<file path="src/rtl/rf_write_scheduler_pkg.sv">
// rtl/rf_write_scheduler_pkg.sv - shared constants and FSM type for the register-file write scheduler
package rf_write_scheduler_pkg;

  localparam int XLEN_DEF         = 32;
  localparam int NUM_REGS_DEF     = 32;
  localparam int REG_IDX_W        = 5;
  localparam int STARVE_LIMIT_DEF = 4;

  localparam logic [REG_IDX_W-1:0] ZERO_REG = '0;

  typedef enum logic {
    WS_NORMAL,
    WS_FORCE
  } ws_state_e;

endpackage

</file>
<file path="src/rtl/rf_scoreboard.sv">
// rtl/rf_scoreboard.sv - busy bits for destinations owed by the long-latency unit
module rf_scoreboard
  import rf_write_scheduler_pkg::*;
#(
  parameter int NUM_REGS = NUM_REGS_DEF,
  parameter int IW       = $clog2(NUM_REGS)
) (
  input  logic          clk,
  input  logic          rst,
  input  logic          set_en,
  input  logic [IW-1:0] set_rd,
  input  logic          clr_en,
  input  logic [IW-1:0] clr_rd,
  input  logic [IW-1:0] rd_a,
  input  logic [IW-1:0] rd_b,
  input  logic [IW-1:0] rd_c,
  output logic          hit_a,
  output logic          hit_b,
  output logic          hit_c
);

  logic [NUM_REGS-1:0] busy;
  logic [NUM_REGS-1:0] busy_nxt;

  // Set is applied after clear so a same-cycle reissue of the completing rd stays busy.
  always_comb begin
    busy_nxt = busy;
    if (clr_en) busy_nxt[clr_rd] = 1'b0;
    if (set_en) busy_nxt[set_rd] = 1'b1;
    busy_nxt[0] = 1'b0;
  end

  always_ff @(posedge clk) begin
    if (rst) busy <= '0;
    else     busy <= busy_nxt;
  end

  assign hit_a = busy[rd_a] && (rd_a != '0);
  assign hit_b = busy[rd_b] && (rd_b != '0);
  assign hit_c = busy[rd_c] && (rd_c != '0);

endmodule

</file>
<file path="src/rtl/rf_write_scheduler.sv">
// rtl/rf_write_scheduler.sv - shares the single register-file write port between pipeline WB and the LU
module rf_write_scheduler
  import rf_write_scheduler_pkg::*;
#(
  parameter int XLEN         = XLEN_DEF,
  parameter int NUM_REGS     = NUM_REGS_DEF,
  parameter int STARVE_LIMIT = STARVE_LIMIT_DEF,
  parameter int IW           = $clog2(NUM_REGS)
) (
  input  logic            clk,
  input  logic            rst,
  input  logic            pipe_wb_valid,
  input  logic [IW-1:0]   pipe_wb_rd,
  input  logic [XLEN-1:0] pipe_wb_data,
  output logic            pipe_stall,
  input  logic            lu_req_valid,
  input  logic [IW-1:0]   lu_req_rd,
  input  logic [XLEN-1:0] lu_req_data,
  output logic            lu_req_ready,
  input  logic            issue_valid,
  input  logic [IW-1:0]   issue_rd,
  input  logic [IW-1:0]   id_rs1,
  input  logic [IW-1:0]   id_rs2,
  input  logic [IW-1:0]   id_rd,
  output logic            hazard_stall,
  output logic [IW-1:0]   WB_rd,
  output logic [XLEN-1:0] WB_data
);

  localparam int CW = (STARVE_LIMIT > 1) ? $clog2(STARVE_LIMIT) : 1;
  localparam logic [CW-1:0] CNT_LAST = CW'(STARVE_LIMIT - 1);

  ws_state_e     state;
  logic [CW-1:0] starve_cnt;

  logic pipe_act, lu_act, lu_zero;
  logic grant_pipe, grant_lu;
  logic contended, lu_xfer;
  logic hit_rs1, hit_rs2, hit_rd;

  // Requests to x0 never occupy the port.
  assign pipe_act = pipe_wb_valid && (pipe_wb_rd != ZERO_REG);
  assign lu_act   = lu_req_valid && (lu_req_rd != ZERO_REG);
  assign lu_zero  = lu_req_valid && (lu_req_rd == ZERO_REG);

  always_comb begin
    grant_pipe   = 1'b0;
    grant_lu     = 1'b0;
    lu_req_ready = 1'b0;
    pipe_stall   = 1'b0;
    if (!rst) begin
      case (state)
        WS_NORMAL: begin
          if (lu_zero) lu_req_ready = 1'b1;
          if (pipe_act) begin
            grant_pipe = 1'b1;
          end else if (lu_act) begin
            grant_lu     = 1'b1;
            lu_req_ready = 1'b1;
          end
        end
        WS_FORCE: begin
          // Stall regardless of pipe_wb_valid so a WB arriving this cycle is held, not lost.
          if (lu_req_valid) begin
            lu_req_ready = 1'b1;
            pipe_stall   = 1'b1;
            grant_lu     = lu_act;
          end else begin
            grant_pipe = pipe_act;
          end
        end
        default: ;
      endcase
    end
  end

  always_comb begin
    WB_rd   = ZERO_REG;
    WB_data = '0;
    if (grant_lu) begin
      WB_rd   = lu_req_rd;
      WB_data = lu_req_data;
    end else if (grant_pipe) begin
      WB_rd   = pipe_wb_rd;
      WB_data = pipe_wb_data;
    end
  end

  assign contended = (state == WS_NORMAL) && pipe_act && lu_act;
  assign lu_xfer   = lu_req_valid && lu_req_ready;

  always_ff @(posedge clk) begin
    if (rst) begin
      state      <= WS_NORMAL;
      starve_cnt <= '0;
    end else begin
      case (state)
        WS_NORMAL: begin
          if (contended) begin
            if (starve_cnt == CNT_LAST) begin
              state      <= WS_FORCE;
              starve_cnt <= '0;
            end else begin
              starve_cnt <= starve_cnt + CW'(1);
            end
          end else if (lu_xfer || !lu_req_valid) begin
            starve_cnt <= '0;
          end
        end
        WS_FORCE: begin
          state      <= WS_NORMAL;
          starve_cnt <= '0;
        end
        default: begin
          state      <= WS_NORMAL;
          starve_cnt <= '0;
        end
      endcase
    end
  end

  rf_scoreboard #(
    .NUM_REGS (NUM_REGS),
    .IW       (IW)
  ) u_scoreboard (
    .clk    (clk),
    .rst    (rst),
    .set_en (issue_valid && (issue_rd != ZERO_REG)),
    .set_rd (issue_rd),
    .clr_en (lu_xfer && lu_act),
    .clr_rd (lu_req_rd),
    .rd_a   (id_rs1),
    .rd_b   (id_rs2),
    .rd_c   (id_rd),
    .hit_a  (hit_rs1),
    .hit_b  (hit_rs2),
    .hit_c  (hit_rd)
  );

  // No bypass: a destination completing this cycle still stalls ID.
  assign hazard_stall = !rst && (hit_rs1 || hit_rs2 || hit_rd);

  // WAW stalling in ID must keep the pipeline from ever writing an LU-owned register.
  always_ff @(posedge clk) begin
    if (!rst && pipe_act) begin
      assert (!u_scoreboard.busy[pipe_wb_rd]);
    end
  end

endmodule

</file>
<file path="config.mk">
export PLATFORM = sky130hd
export DESIGN_NAME = rf_write_scheduler
export DESIGN_NICKNAME = d
export VERILOG_FILES = /design/src/rtl/rf_write_scheduler_pkg.sv /design/src/rtl/rf_scoreboard.sv /design/src/rtl/rf_write_scheduler.sv
export SDC_FILE = /design/constraint.sdc
export NUM_CORES = 1
export LEC_CHECK = 0
export ABC_AREA = 1
export BUFFER_PORTS_ARGS = -buffer_cell sky130_fd_sc_hd__clkbuf_2
export CAP_MARGIN = 15
export CORE_ASPECT_RATIO = 1.25
export CORE_UTILIZATION = 44
export CTS_CLUSTER_SIZE = 10
export DETAILED_ROUTE_END_ITERATION = 8
export PLACE_DENSITY = 0.87
export SYNTH_ARGS = -nofsm -noshare
export SYNTH_HDL_FRONTEND = slang
export SYNTH_SLANG_ARGS = --single-unit
</file>
<file path="constraint.sdc">
create_clock -name clk -period 1.65 [get_ports clk]
set_clock_uncertainty 0.2 [all_clocks]
set_input_delay 0.33 -clock clk [delete_from_list [all_inputs] [get_ports clk]]
set_output_delay 0.33 -clock clk [all_outputs]
set_load 0.02 [all_outputs]
</file>
==> metrics.txt, run 1 <==
# TYPE chip_impl_metric gauge
chip_impl_metric{name="ios",unit=""} 139
chip_impl_metric{name="grt_overflow_total",unit=""} 7
chip_impl_metric{name="tritoncts_buffers",unit=""} 5
chip_impl_info{name="area_contributors_post_synth",value="sky130_fd_sc_hd__nand2_1, sky130_fd_sc_hd__dfxtp_1, sky130_fd_sc_hd__inv_1"} 1
chip_impl_metric{name="place.gp.congestion",unit=""} 0.963
chip_impl_metric{name="die_height",unit="um"} 98.0
chip_impl_metric{name="rows",unit=""} 34
chip_impl_metric{name="synthesis.instances",unit=""} 605
chip_impl_metric{name="seq_area_frac_synth",unit="%"} 21.0
chip_impl_metric{name="io_buffers",unit=""} 138
chip_impl_info{name="repair-timing-grt-worst-ep",value="WB_data[8]"} 1
chip_impl_metric{name="mappedNetlistArea",unit="sq mm"} 0.00325
chip_impl_metric{name="start_util",unit="%"} 46.0
chip_impl_info{name="synthTopCellsByCount",value="sky130_fd_sc_hd__nand2_1, sky130_fd_sc_hd__inv_1, sky130_fd_sc_hd__nand3_1, sky130_fd_sc_hd__o22ai_1, sky130_fd_sc_hd__dfxtp_1"} 1
chip_impl_info{name="cts-root-buf",value="sky130_fd_sc_hd__clkbuf_8"} 1
chip_impl_metric{name="clkSinkCount",unit=""} 34
chip_impl_metric{name="ctsLongestPathBuffers",unit=""} 2
chip_impl_metric{name="dp_cells",unit=""} 883
chip_impl_metric{name="postSynth.asyncResetShare",unit="%"} 0
chip_impl_info{name="outcome",value="did not finish"} 1
chip_impl_metric{name="synth_edf_count",unit=""} 0
chip_impl_info{name="failing_step",value="global routing"} 1
chip_impl_metric{name="synth.net_count",unit=""} 705
chip_impl_metric{name="place_worst_setup_slack",unit="ps"} -477
chip_impl_metric{name="dieWidth",unit="um"} 78.8
chip_impl_metric{name="avgSynthCellArea",unit="sq um"} 5.36
chip_impl_metric{name="ctsHoldBuffers",unit=""} 0
chip_impl_metric{name="grt_start_max_net_pins",unit=""} 38
chip_impl_metric{name="synth_largest_type_area_fraction",unit="%"} 22.4
chip_impl_metric{name="synth.ff_latch_count",unit=""} 34
chip_impl_metric{name="synth_cell_type_count",unit=""} 27
chip_impl_metric{name="detailedPlacementHpwl",unit="um"} 9980
chip_impl_info{name="synth_top_flop_cell",value="sky130_fd_sc_hd__dfxtp_1"} 1
chip_impl_info{name="netlist.top_cell.by_area",value="sky130_fd_sc_hd__nand2_1"} 1
chip_impl_metric{name="htree_depth",unit=""} 2
chip_impl_info{name="synth.most_common_cell",value="sky130_fd_sc_hd__nand2_1"} 1
chip_impl_info{name="run.stop_error",value="[ERROR GRT-0232] Routing congestion too high. Check the congestion heatmap in the GUI."} 1
chip_impl_info{name="worstEndpointType",value="output port"} 1
chip_impl_metric{name="groute.usage.overall",unit="%"} 65.4
chip_impl_metric{name="yosys_warnings",unit=""} 0
## routing by layer
layer,track usage (%),overflow
met1,62.3,0
met2,87.6,4
met3,45.3,0
met4,69.4,3
met5,5.33,0
## metrics by stage
stage,cell area [sq um],TNS [ps]
CTS,5480,-15340
detailed placement,4970,-23480
global placement,4970,-17630
floorplan,3810,-5690
## kinds of logic after synthesis
| family | synth area share (%) |
|---|---|
| AND/OR/NAND/NOR | 40.5 |
| buffers and inverters | 19.4 |
| AO/OA/AOI/OAI | 18.7 |
| flip-flops | 21.0 |
| adder cells (fa/ha/maj) | 0.385 |
## timing repair
action | 4_1_cts
resized for setup | 115
cloned | 0
endpoints found under the setup margin | 41
pin swaps | 7
buffers inserted | 2
==> inputs of run 2 (changes only) <==
--- a/config.mk
+++ b/config.mk
@@ -8,11 +8,9 @@
 export ABC_AREA = 1
 export BUFFER_PORTS_ARGS = -buffer_cell sky130_fd_sc_hd__clkbuf_2
 export CAP_MARGIN = 15
-export CORE_ASPECT_RATIO = 1.25
-export CORE_UTILIZATION = 44
-export CTS_CLUSTER_SIZE = 10
+export CORE_UTILIZATION = 31
 export DETAILED_ROUTE_END_ITERATION = 8
-export PLACE_DENSITY = 0.87
+export PLACE_DENSITY_LB_ADDON = 0.15
 export SYNTH_ARGS = -nofsm -noshare
 export SYNTH_HDL_FRONTEND = slang
 export SYNTH_SLANG_ARGS = --single-unit
==> constraint.sdc (replaced) <==
create_clock -name clk -period 2.15 [get_ports clk]
set_clock_uncertainty 0.2 [all_clocks]
set_input_delay 0.43 -clock clk [delete_from_list [all_inputs] [get_ports clk]]
set_output_delay 0.43 -clock clk [all_outputs]
set_load 0.02 [all_outputs]
==> run 2 against run 1 <==
- the flow now finishes, with violations (setup timing)
- synthesized cell count unchanged
- synthesized area stayed put
==> metrics.txt, run 2 <==
# TYPE chip_impl_metric gauge
chip_impl_metric{name="synth.net_count",unit=""} 705
chip_impl_info{name="critical_setup_path_class",value="primary input to output port"} 1
chip_impl_metric{name="grt_util_met1",unit="%"} 30.3
chip_impl_metric{name="grt_util_met3",unit="%"} 2.51
chip_impl_info{name="crit_path_end_kind",value="output port"} 1
chip_impl_metric{name="ctsLongestPathBuffers",unit=""} 2
chip_impl_metric{name="detailedPlacementHpwl",unit="um"} 9710
chip_impl_metric{name="ctsHoldBuffers",unit=""} 0
chip_impl_metric{name="groute.usage.overall",unit="%"} 23.0
chip_impl_metric{name="power.clock.fraction",unit="%"} 24.5
chip_impl_info{name="grt_most_used_layer",value="met2"} 1
chip_impl_metric{name="irDropWorstVdd",unit="V"} 0.000328
chip_impl_metric{name="placedInstanceArea",unit="sq mm"} 0.00440
chip_impl_metric{name="worst_ep_arrival_time",unit="ps"} 1600
chip_impl_info{name="critical_path.top_delay_family",value="buffers and inverters"} 1
chip_impl_metric{name="final-max-slew-violation-count",unit=""} 0
chip_impl_metric{name="fillerInstances",unit=""} 1018
chip_impl_info{name="regToRegStartpoint",value="state"} 1
chip_impl_metric{name="initial_antenna_violation_count",unit=""} 0
chip_impl_info{name="crit_path_top_delay_cell",value="sky130_fd_sc_hd__clkbuf_16"} 1
chip_impl_metric{name="synth_edf_count",unit=""} 0
chip_impl_metric{name="maxCapViolCount",unit=""} 0
chip_impl_metric{name="sw_frac_of_total",unit="%"} 35.3
chip_impl_metric{name="finalSetupViolations",unit=""} 25
chip_impl_metric{name="rows",unit=""} 36
chip_impl_metric{name="design.core.area",unit="sq mm"} 0.00995
chip_impl_metric{name="io_buffers",unit=""} 138
chip_impl_info{name="grt_setup_unrepaired",value="true"} 1
chip_impl_metric{name="wirelength",unit="um"} 14100
chip_impl_metric{name="yosys_warnings",unit=""} 0
chip_impl_metric{name="vias",unit=""} 4606
chip_impl_metric{name="worst_r2r_path_depth",unit=""} 6
chip_impl_metric{name="ratio_of_final_minimum_period_to_clock_period",unit="%"} 104
chip_impl_info{name="worst_hold_path_type",value="primary input to register"} 1
chip_impl_info{name="netlist.top_cell.by_area",value="sky130_fd_sc_hd__nand2_1"} 1
chip_impl_info{name="synthTopCellsByCount",value="sky130_fd_sc_hd__nand2_1, sky130_fd_sc_hd__inv_1, sky130_fd_sc_hd__nand3_1, sky130_fd_sc_hd__o22ai_1, sky130_fd_sc_hd__dfxtp_1"} 1
chip_impl_info{name="synth.most_common_cell",value="sky130_fd_sc_hd__nand2_1"} 1
chip_impl_metric{name="finish.net_count",unit=""} 887
chip_impl_info{name="reg.largest.list",value="u_scoreboard.busy (31), starve_cnt (2), state (1)"} 1
chip_impl_info{name="synth_top_flop_cell",value="sky130_fd_sc_hd__dfxtp_1"} 1
chip_impl_metric{name="power_density",unit="mW/mm^2"} 372
chip_impl_metric{name="worst-endpoint-required",unit="ps"} 1520
chip_impl_metric{name="drt-vias-per-instance",unit=""} 5.00
chip_impl_metric{name="via_count_of_the_first_global_routing_pass",unit=""} 4245
chip_impl_metric{name="grt_start_max_net_pins",unit=""} 38
chip_impl_metric{name="synth_cell_type_count",unit=""} 27
chip_impl_metric{name="postLayoutCellArea",unit="sq mm"} 0.00532
chip_impl_metric{name="gate_power_share",unit="%"} 42.8
chip_impl_metric{name="avgSynthCellArea",unit="sq um"} 5.36
chip_impl_info{name="worst_setup_path_start_kind",value="primary input"} 1
chip_impl_info{name="cts_tree",value="built"} 1
chip_impl_info{name="timing.hold.worst.start",value="issue_rd[2]"} 1
chip_impl_metric{name="full_die_area",unit="sq mm"} 0.0109
chip_impl_metric{name="synth_largest_type_area_fraction",unit="%"} 22.4
chip_impl_metric{name="worst_slew_pin_slew",unit="ps"} 537
chip_impl_metric{name="drt.antenna.violating_nets",unit=""} 0
chip_impl_metric{name="leakage",unit="nW"} 2.79
chip_impl_metric{name="wl_per_cell",unit="um"} 15.3
chip_impl_metric{name="report.power.total",unit="mW"} 1.98
chip_impl_metric{name="layout-area-overhead-vs-synth",unit="%"} 64.0
chip_impl_metric{name="hold_viol_final",unit=""} 0
chip_impl_info{name="end_of_the_worst_hold_path",value="u_scoreboard.busy[24]"} 1
chip_impl_info{name="critical_path.cell_chain",value="buf_6 -> inv_4 -> nand2_2 -> o21ai_2 -> inv_2 -> nand2_2 -> nand4_4 -> clkbuf_16 -> o22ai_2 -> buf_6"} 1
chip_impl_metric{name="grt_pass1_wl",unit="um"} 20500
chip_impl_metric{name="drt-initial-drc-count",unit=""} 399
chip_impl_info{name="cts-root-buf",value="sky130_fd_sc_hd__clkbuf_8"} 1
chip_impl_info{name="outcome",value="complete, but fails checks"} 1
chip_impl_metric{name="dieWidth",unit="um"} 104
chip_impl_info{name="layout_commonest_cell",value="sky130_fd_sc_hd__nand2_1"} 1
chip_impl_metric{name="antenna_cells_inserted",unit=""} 0
chip_impl_metric{name="postSynth.asyncResetShare",unit="%"} 0
chip_impl_metric{name="synth.ff_latch_count",unit=""} 34
chip_impl_metric{name="rrSetupSlack",unit="ps"} 540
chip_impl_info{name="top_register",value="u_scoreboard.busy"} 1
chip_impl_metric{name="crit_buf_inv",unit=""} 5
chip_impl_metric{name="drt_pass1_iterations",unit=""} 5
chip_impl_metric{name="seq_area_frac_synth",unit="%"} 21.0
chip_impl_metric{name="slew_headroom",unit="%"} 63.9
chip_impl_metric{name="setup_total_negative_slack",unit="ps"} -605
chip_impl_metric{name="globalRouteMet2Util",unit="%"} 39.8
chip_impl_metric{name="mappedNetlistArea",unit="sq mm"} 0.00325
chip_impl_metric{name="timing.hold.worst_path_depth",unit=""} 4
chip_impl_metric{name="fmax",unit="GHz"} 0.448
chip_impl_metric{name="tritoncts_buffers",unit=""} 5
chip_impl_metric{name="timing.critical_path.slowest_cell_delay",unit="ps"} 240
chip_impl_metric{name="cell_internal_power",unit="mW"} 1.28
chip_impl_metric{name="layout-drive-gt1-share",unit="%"} 37.2
chip_impl_info{name="layout_common_cells",value="sky130_fd_sc_hd__nand2_1, sky130_fd_sc_hd__inv_1, sky130_fd_sc_hd__clkbuf_2"} 1
chip_impl_metric{name="cts.repair_timing.setup_buffer_count",unit=""} 0
chip_impl_metric{name="htree_depth",unit=""} 2
chip_impl_metric{name="die_height",unit="um"} 104
chip_impl_metric{name="insertion_delay",unit="ps"} 270
chip_impl_metric{name="total_switching_power",unit="mW"} 0.699
chip_impl_metric{name="setup_ws",unit="ps"} -84.2
chip_impl_info{name="violations",value="setup timing"} 1
chip_impl_info{name="area_contributors_post_synth",value="sky130_fd_sc_hd__nand2_1, sky130_fd_sc_hd__dfxtp_1, sky130_fd_sc_hd__inv_1"} 1
chip_impl_metric{name="clk_pin_slew_worst_paths",unit="ps"} 60
chip_impl_metric{name="drcViolationCount",unit=""} 0
chip_impl_metric{name="critPathMaxFanout",unit=""} 9
chip_impl_metric{name="place.gp.congestion",unit=""} 0.885
chip_impl_metric{name="power_frac_seq",unit="%"} 32.6
chip_impl_metric{name="ios",unit=""} 139
chip_impl_metric{name="start_util",unit="%"} 32.6
chip_impl_info{name="crit-reg2reg-capture",value="u_scoreboard.busy[23]"} 1
chip_impl_metric{name="largest_register_ffs",unit=""} 31
chip_impl_metric{name="synthesis.instances",unit=""} 605
chip_impl_metric{name="clkSinkCount",unit=""} 34
chip_impl_metric{name="grt_overflow_total",unit=""} 0
chip_impl_metric{name="fin_crit",unit="ps"} 2230
==> run 2: cell counts after synthesis <==
No cell type changed its count.
==> run 2: logic make-up (layout without fill, tap and decap cells) <==
group           count (synthesis)  count (layout)  synth area share [%]
simple gates                  307             307                  40.5
buf+inv                       154             337                  19.4
fa+ha+maj                       1               1                 0.385
compound gates                109             109                  18.7
flops                          34              34                  21.0
==> run 2: worst max path at each step <==
stage,slack [ps],start,depth (start not counted),endpoint
6_report,-80,pipe_wb_rd[3],10,WB_data[30]
5_1_grt,-150,id_rs1[0],14,hazard_stall
4_1_cts,-60,id_rd[2],12,hazard_stall
3_5_place_dp,-140,id_rd[2],12,hazard_stall
3_3_place_gp,-130,id_rd[2],12,hazard_stall
2_1_floorplan,-70,pipe_wb_rd[4],9,WB_data[15]
==> run 2: cell type report <==
| class | count | area [sq um] | share of cell area [%] |
|---|---|---|---|
| clock buffer | 6 | 82.6 | 1.55 |
| clock inverter | 2 | 12.5 | 0.235 |
| inverter | 130 | 508 | 9.54 |
| multi-input combinational | 417 | 2280 | 42.9 |
| sequential | 34 | 687 | 12.9 |
| tap | 133 | 166 | 3.13 |
| timing repair buffer | 199 | 1580 | 29.8 |
==> run 2: routing by layer <==
metal  vias up  part of all wire, %
met5         -                    0
met1      2112                   43
met3        26                  4.8
li1       2294                    -
met2       174                   50
met4         0                  2.1
==> run 2: power by group through the flow <==
| stage | combinational, mW | sequential (mW) | clock [mW] |
|---|---|---|---|
| finish | 0.848 | 0.646 | 0.485 |
| global route | 0.912 | 0.647 | 0.531 |
| CTS | 0.672 | 0.645 | 0.494 |
| detailed placement | 0.644 | 0.660 | 0 |
| global placement | 0.638 | 0.659 | 0 |
| floorplan | 0.352 | 0.657 | 0 |
==> run 2: repair_timing <==
| item | 4_1_cts | 5_1_grt |
|---|---|---|
| pin swaps | 0 | 17 |
| setup endpoints to repair | 38 | 39 |
| hold endpoints to repair | 0 | 0 |
| gates cloned | 0 | 9 |
| resized for setup | 43 | 171 |
==> run 2: metrics by stage <==
stage	worst slack (ps)	hold slack (ps)	utilization, %	cells
finish	-84.2	274	53.5	921
global route	-151	272	53.5	921
CTS	-60.5	274	46.4	912
detailed placement	-139	269	44.2	904
global placement	-128	261	44.2	904
floorplan	-67.9	250	-	605
==> run 2: worst min-delay path, delay by kind of cell <==
| family | cells | cell delay (ps) |
|---|---|---|
| AO/OA/AOI/OAI | 1 | 50 |
| AND/OR/NAND/NOR | 2 | 120 |
| buffers and inverters | 1 | 100 |
No activity file was read; power rests on OpenSTA's default activity.
==> inputs of run 3 (changes only) <==
--- a/config.mk
+++ b/config.mk
@@ -11,6 +11,7 @@
 export CORE_UTILIZATION = 31
 export DETAILED_ROUTE_END_ITERATION = 8
 export PLACE_DENSITY_LB_ADDON = 0.15
+export RECOVER_POWER = 25
 export SYNTH_ARGS = -nofsm -noshare
 export SYNTH_HDL_FRONTEND = slang
 export SYNTH_SLANG_ARGS = --single-unit
==> run 3 against run 2 <==
- the run still ends with setup timing left
- worst setup slack worse by 20 ps
- total power shrank 0.16%
- flip-flop and latch count unchanged
- die area did not move
- worst hold slack improved by 1.3 ps
- clock power is essentially flat
- combinational power about the same
- largest power group unchanged
- highest routed layer unchanged
==> metrics.txt, run 3 (synthesized netlist as in run 2, its figures left out) <==
# TYPE chip_impl_metric gauge
chip_impl_metric{name="irDropWorstVdd",unit="V"} 0.000328
chip_impl_metric{name="ctsHoldBuffers",unit=""} 0
chip_impl_info{name="layout_common_cells",value="sky130_fd_sc_hd__nand2_1, sky130_fd_sc_hd__inv_1, sky130_fd_sc_hd__clkbuf_2"} 1
chip_impl_metric{name="grt_pass1_wl",unit="um"} 20500
chip_impl_metric{name="worst_slew_pin_slew",unit="ps"} 527
chip_impl_metric{name="wl_per_cell",unit="um"} 15.3
chip_impl_info{name="top_register",value="u_scoreboard.busy"} 1
chip_impl_metric{name="htree_depth",unit=""} 2
chip_impl_info{name="crit_path_end_kind",value="output port"} 1
chip_impl_metric{name="groute.usage.overall",unit="%"} 23.0
chip_impl_metric{name="wirelength",unit="um"} 14100
chip_impl_metric{name="slew_headroom",unit="%"} 64.6
chip_impl_metric{name="drt-initial-drc-count",unit=""} 385
chip_impl_info{name="outcome",value="complete, but fails checks"} 1
chip_impl_metric{name="io_buffers",unit=""} 138
chip_impl_metric{name="rrSetupSlack",unit="ps"} 300
chip_impl_metric{name="drt_pass1_iterations",unit=""} 5
chip_impl_metric{name="antenna_cells_inserted",unit=""} 0
chip_impl_metric{name="tritoncts_buffers",unit=""} 5
chip_impl_metric{name="ctsLongestPathBuffers",unit=""} 2
chip_impl_metric{name="finish.cell_count_without_fillers",unit=""} 921
chip_impl_metric{name="final-max-slew-violation-count",unit=""} 0
chip_impl_metric{name="grt_overflow_total",unit=""} 0
chip_impl_metric{name="finish.net_count",unit=""} 887
chip_impl_metric{name="drt.antenna.violating_nets",unit=""} 0
chip_impl_metric{name="setup_total_negative_slack",unit="ps"} -1330
chip_impl_metric{name="gate_power_share",unit="%"} 42.8
chip_impl_metric{name="place.gp.congestion",unit=""} 0.885
chip_impl_info{name="critical_setup_path_class",value="primary input to output port"} 1
chip_impl_metric{name="layout-area-overhead-vs-synth",unit="%"} 63.7
chip_impl_info{name="reg.largest.list",value="u_scoreboard.busy (31), starve_cnt (2), state (1)"} 1
chip_impl_metric{name="total_switching_power",unit="mW"} 0.697
chip_impl_metric{name="power_frac_seq",unit="%"} 32.7
chip_impl_metric{name="final_core_util",unit="%"} 53.4
chip_impl_metric{name="finalSetupViolations",unit=""} 38
chip_impl_metric{name="power_density",unit="mW/mm^2"} 372
chip_impl_metric{name="detailedPlacementHpwl",unit="um"} 9710
chip_impl_metric{name="rows",unit=""} 36
chip_impl_metric{name="cts.repair_timing.setup_buffer_count",unit=""} 0
chip_impl_metric{name="die_height",unit="um"} 104
chip_impl_metric{name="drt-vias-per-instance",unit=""} 5.03
chip_impl_metric{name="insertion_delay",unit="ps"} 270
chip_impl_metric{name="ios",unit=""} 139
chip_impl_metric{name="leakage",unit="nW"} 2.79
chip_impl_metric{name="fin_crit",unit="ps"} 2250
chip_impl_info{name="violations",value="setup timing"} 1
chip_impl_metric{name="grt_start_max_net_pins",unit=""} 38
chip_impl_metric{name="full_die_area",unit="sq mm"} 0.0109
chip_impl_metric{name="critPathMaxFanout",unit=""} 9
chip_impl_info{name="cts_tree",value="built"} 1
chip_impl_metric{name="worst_ep_arrival_time",unit="ps"} 1620
chip_impl_metric{name="fmax",unit="GHz"} 0.444
chip_impl_metric{name="via_count_of_the_first_global_routing_pass",unit=""} 4245
chip_impl_metric{name="ratio_of_final_minimum_period_to_clock_period",unit="%"} 105
chip_impl_metric{name="clkSinkCount",unit=""} 34
chip_impl_metric{name="design.core.area",unit="sq mm"} 0.00995
chip_impl_metric{name="maxCapViolCount",unit=""} 0
chip_impl_info{name="grt_setup_unrepaired",value="true"} 1
chip_impl_metric{name="drcViolationCount",unit=""} 0
chip_impl_metric{name="layout-drive-gt1-share",unit="%"} 36.8
chip_impl_info{name="layout_commonest_cell",value="sky130_fd_sc_hd__nand2_1"} 1
chip_impl_metric{name="dieWidth",unit="um"} 104
chip_impl_info{name="worst_setup_path_start_kind",value="primary input"} 1
chip_impl_metric{name="power.clock.fraction",unit="%"} 24.5
chip_impl_info{name="cts-root-buf",value="sky130_fd_sc_hd__clkbuf_8"} 1
chip_impl_metric{name="largest_register_ffs",unit=""} 31
chip_impl_metric{name="cell_internal_power",unit="mW"} 1.28
chip_impl_metric{name="initial_antenna_violation_count",unit=""} 0
chip_impl_metric{name="vias",unit=""} 4635
chip_impl_info{name="worst_hold_path_type",value="primary input to register"} 1
chip_impl_metric{name="dp_cells",unit=""} 904
chip_impl_metric{name="sw_frac_of_total",unit="%"} 35.3
chip_impl_metric{name="hold_viol_final",unit=""} 0
chip_impl_metric{name="worst-endpoint-required",unit="ps"} 1520
chip_impl_metric{name="setup_ws",unit="ps"} -105
chip_impl_metric{name="clk_pin_slew_worst_paths",unit="ps"} 60
chip_impl_metric{name="start_util",unit="%"} 32.6
run 3: cell count changes in the layout (fill, tap and decap cells not counted), sizes merged:
| cell | delta |
|---|---|
| buf | -2 |
| clkbuf | +2 |
run 3: cell type report:
cell class,instances,area [sq um]
fill,1020,4640
multi-input combinational,417,2280
timing repair buffer,199,1580
sequential,34,687
inverter,130,508
tap,133,166
clock buffer,6,82.6
clock inverter,2,12.5
run 3: metal layers:
layer  up-vias  track usage [%]  share of wire (%)
met5         -                0                  0
li1       2291                -                  -
met4         0             5.31                2.0
met3        24             2.51                5.5
met2       179             39.8                 50
met1      2141             30.3                 43
run 3: power groups by stage:
stage | clock, mW | combinational [mW] | sequential, mW
floorplan | 0 | 0.352 | 0.657
global placement | 0 | 0.638 | 0.659
detailed placement | 0 | 0.644 | 0.660
CTS | 0.494 | 0.672 | 0.645
global route | 0.531 | 0.909 | 0.647
finish | 0.485 | 0.845 | 0.646
run 3: through the flow:
| stage | total power [mW] | setup slack [ps] | cell area [sq um] | hold WS [ps] |
|---|---|---|---|---|
| final | 1.98 | -105 | 5310 | 275 |
| after global routing | 2.09 | -174 | 5310 | 272 |
| after CTS | 1.81 | -60.5 | 4620 | 274 |
| after detailed placement | 1.30 | -139 | 4400 | 269 |
| after global placement | 1.30 | -128 | 4400 | 261 |
| after floorplan | 1.01 | -67.9 | 3250 | 250 |
run 3: worst max-delay path, stage by stage:
cell                        delay [ps]
sky130_fd_sc_hd__buf_6             100
sky130_fd_sc_hd__inv_4              40
sky130_fd_sc_hd__nand2_2            50
sky130_fd_sc_hd__o21ai_2           120
sky130_fd_sc_hd__inv_1              60
sky130_fd_sc_hd__nand2_1            90
sky130_fd_sc_hd__nand4_4           180
sky130_fd_sc_hd__clkbuf_16         240
sky130_fd_sc_hd__o22ai_2           160
sky130_fd_sc_hd__buf_6             150
run 3: worst paths after layout:
check                              from               endpoint  cells past startpoint
hold reg to reg   u_scoreboard.busy[29]  u_scoreboard.busy[29]                      2
setup reg to reg                  state  u_scoreboard.busy[23]                      6
setup / recovery          pipe_wb_rd[3]            WB_data[30]                     10
hold / removal              issue_rd[2]  u_scoreboard.busy[25]                      4
run 3: repair_timing:
item,CTS,global route
gates cloned,0,9
resized for setup,43,171
pin swaps,0,17
setup endpoints to repair,38,39
==> inputs of run 4 (changes only) <==
--- a/config.mk
+++ b/config.mk
@@ -8,7 +8,7 @@
 export ABC_AREA = 1
 export BUFFER_PORTS_ARGS = -buffer_cell sky130_fd_sc_hd__clkbuf_2
 export CAP_MARGIN = 15
-export CORE_UTILIZATION = 31
+export CORE_UTILIZATION = 49
 export DETAILED_ROUTE_END_ITERATION = 8
 export PLACE_DENSITY_LB_ADDON = 0.15
 export RECOVER_POWER = 25
==> run 4 against run 3 <==
- the run still ends with setup timing left
- non-clock buffer count increased by 5
- count of clock-buffer cells in the layout is 1 higher
- via count grew 9.4%
- clock power up 18%
- utilization increased by 30 points
- cell area hardly changed
- combinational power rose by 4.0%
- wire length up 7.7%
- critical path depth fell by 1
- worst hold slack improved by 0.52 ps
- first-iteration DRC count grew 71%
- critical endpoint is now WB_data[28]
- largest power group unchanged
==> metrics.txt, run 4 (synthesized netlist as in run 2, its figures left out) <==
# TYPE chip_impl_metric gauge
chip_impl_metric{name="worst_ep_arrival_time",unit="ps"} 1750
chip_impl_metric{name="cell_internal_power",unit="mW"} 1.38
chip_impl_metric{name="layout-drive-gt1-share",unit="%"} 36.3
chip_impl_metric{name="ios",unit=""} 139
chip_impl_info{name="worst_setup_path_start_kind",value="primary input"} 1
chip_impl_metric{name="grt_pass1_wl",unit="um"} 18800
chip_impl_metric{name="drt-vias-per-instance",unit=""} 5.83
chip_impl_metric{name="antenna_cells_inserted",unit=""} 0
chip_impl_metric{name="wirelength",unit="um"} 15200
chip_impl_metric{name="finish.net_count",unit=""} 892
chip_impl_metric{name="design.core.area",unit="sq mm"} 0.00639
chip_impl_metric{name="drt_pass1_iterations",unit=""} 5
chip_impl_info{name="violations",value="setup timing"} 1
chip_impl_metric{name="initial_antenna_violation_count",unit=""} 0
chip_impl_metric{name="start_util",unit="%"} 50.8
chip_impl_metric{name="htree_depth",unit=""} 2
chip_impl_metric{name="report.power.total",unit="mW"} 2.10
chip_impl_metric{name="ctsLongestPathBuffers",unit=""} 2
chip_impl_metric{name="largest_register_ffs",unit=""} 31
chip_impl_info{name="worst_hold_path_type",value="register to register"} 1
chip_impl_metric{name="clk_pin_slew_worst_paths",unit="ps"} 70
chip_impl_metric{name="maxCapViolCount",unit=""} 0
chip_impl_metric{name="irDropWorstVdd",unit="V"} 0.000466
chip_impl_metric{name="via_count_of_the_first_global_routing_pass",unit=""} 4232
chip_impl_metric{name="power_density",unit="mW/mm^2"} 395
chip_impl_info{name="crit_path_end_kind",value="output port"} 1
chip_impl_metric{name="worst_slew_pin_slew",unit="ps"} 484
chip_impl_info{name="cts-root-buf",value="sky130_fd_sc_hd__clkbuf_8"} 1
chip_impl_metric{name="groute.usage.overall",unit="%"} 32.2
chip_impl_metric{name="dieWidth",unit="um"} 83.4
chip_impl_metric{name="place.gp.congestion",unit=""} 0.980
chip_impl_metric{name="clkSinkCount",unit=""} 34
chip_impl_info{name="layout_commonest_cell",value="sky130_fd_sc_hd__nand2_1"} 1
chip_impl_metric{name="drt-initial-drc-count",unit=""} 657
chip_impl_metric{name="fmax",unit="GHz"} 0.421
chip_impl_metric{name="fin_crit",unit="ps"} 2380
chip_impl_metric{name="grt_util_met3",unit="%"} 3.58
chip_impl_metric{name="setup_ws",unit="ps"} -227
chip_impl_metric{name="detailedPlacementHpwl",unit="um"} 8690
chip_impl_metric{name="layout-area-overhead-vs-synth",unit="%"} 63.8
chip_impl_metric{name="final-max-slew-violation-count",unit=""} 0
chip_impl_metric{name="critPathMaxFanout",unit=""} 9
chip_impl_metric{name="die_height",unit="um"} 83.4
chip_impl_metric{name="drt.antenna.violating_nets",unit=""} 0
chip_impl_metric{name="grt_start_max_net_pins",unit=""} 40
chip_impl_info{name="layout_common_cells",value="sky130_fd_sc_hd__nand2_1, sky130_fd_sc_hd__inv_1, sky130_fd_sc_hd__clkbuf_2"} 1
chip_impl_metric{name="io_buffers",unit=""} 138
chip_impl_info{name="grt_setup_unrepaired",value="true"} 1
chip_impl_metric{name="ratio_of_final_minimum_period_to_clock_period",unit="%"} 111
chip_impl_metric{name="wl_per_cell",unit="um"} 17.5
chip_impl_metric{name="slew_headroom",unit="%"} 67.5
chip_impl_info{name="reg.largest.list",value="u_scoreboard.busy (31), starve_cnt (2), state (1)"} 1
chip_impl_metric{name="finish.cell_count_without_fillers",unit=""} 870
chip_impl_metric{name="power.clock.fraction",unit="%"} 27.3
chip_impl_metric{name="ctsHoldBuffers",unit=""} 0
chip_impl_metric{name="gate_power_share",unit="%"} 41.9
chip_impl_metric{name="insertion_delay",unit="ps"} 280
chip_impl_metric{name="grt_util_met1",unit="%"} 41.1
chip_impl_info{name="outcome",value="complete, but fails checks"} 1
chip_impl_metric{name="worst-endpoint-required",unit="ps"} 1520
chip_impl_metric{name="dp_cells",unit=""} 849
chip_impl_metric{name="finalSetupViolations",unit=""} 39
chip_impl_metric{name="power_frac_seq",unit="%"} 30.8
chip_impl_metric{name="drcViolationCount",unit=""} 0
chip_impl_info{name="grt_most_used_layer",value="met2"} 1
chip_impl_metric{name="rows",unit=""} 29
chip_impl_metric{name="leakage",unit="nW"} 2.83
chip_impl_metric{name="hold_viol_final",unit=""} 0
chip_impl_metric{name="tritoncts_buffers",unit=""} 5
chip_impl_metric{name="globalRouteMet2Util",unit="%"} 56.6
chip_impl_metric{name="total_switching_power",unit="mW"} 0.718
chip_impl_info{name="critical_setup_path_class",value="primary input to output port"} 1
chip_impl_info{name="cts_tree",value="built"} 1
chip_impl_metric{name="vias",unit=""} 5070
chip_impl_metric{name="grt_overflow_total",unit=""} 0
chip_impl_metric{name="sw_frac_of_total",unit="%"} 34.2
chip_impl_metric{name="full_die_area",unit="sq mm"} 0.00695
chip_impl_info{name="top_register",value="u_scoreboard.busy"} 1
==> run 4: layer usage <==
layer,wire length (um),part of all wire [%]
met5,0,0
met3,1530,10
met4,998,6.6
met1,5220,34
met2,7460,49
==> run 4: critical path, stage by stage <==
cell	delay (ps)
sky130_fd_sc_hd__clkbuf_2	120
sky130_fd_sc_hd__inv_1	90
sky130_fd_sc_hd__nand2_2	80
sky130_fd_sc_hd__nor2_1	60
sky130_fd_sc_hd__nand2_1	130
sky130_fd_sc_hd__nand4_4	220
sky130_fd_sc_hd__buf_6	220
sky130_fd_sc_hd__o22ai_1	170
sky130_fd_sc_hd__clkbuf_4	220
==> run 4: final timing paths <==
kind	to	startpoint	cells past startpoint	slack (ps)
setup / recovery	WB_data[28]	lu_req_rd[4]	9	-230
hold / removal	u_scoreboard.busy[10]	u_scoreboard.busy[10]	2	280
setup reg to reg	u_scoreboard.busy[24]	state	7	340
hold reg to reg	u_scoreboard.busy[10]	u_scoreboard.busy[10]	2	280
==> run 4: layout make-up <==
| class | instances | area (sq um) |
|---|---|---|
| well taps | 77 | 96.3 |
| clock buffers | 7 | 76.3 |
| fillers | 385 | 1070 |
| flip-flops and latches | 34 | 683 |
| multi-input cells | 417 | 2270 |
| inverters | 130 | 510 |
| clock inverters | 1 | 30.0 |
| repair buffers | 204 | 1650 |
==> run 4: power groups by stage <==
stage	sequential, mW	combinational (mW)	clock [mW]
floorplan	0.657	0.352	0
global route	0.647	0.929	0.604
finish	0.646	0.879	0.573
CTS	0.645	0.661	0.566
global placement	0.659	0.624	0
detailed placement	0.659	0.633	0
==> run 4: what timing repair did <==
item                                    in CTS  in global routing
endpoints found under the setup margin      38                 39
hold endpoints to repair                     0                  0
pin swaps                                    0                 14
gates resized for setup                     43                165
buffers inserted                             0                  2
cloned                                       0                 11
==> run 4: metrics by stage <==
| step | setup WS, ps | hold slack (ps) | cell area (sq um) | TNS (ps) | util (%) |
|---|---|---|---|---|---|
| after detailed placement | -98.6 | 268 | 4350 | -2080 | 68.1 |
| after CTS | -54.2 | 256 | 4560 | -427 | 71.4 |
| after global routing | -298 | 295 | 5320 | -8110 | 83.3 |
| after global placement | -39.4 | 257 | 4350 | -491 | 68.1 |
| after floorplan | -67.9 | 250 | 3250 | -1360 | - |
| final | -227 | 276 | 5320 | -4730 | 83.3 |
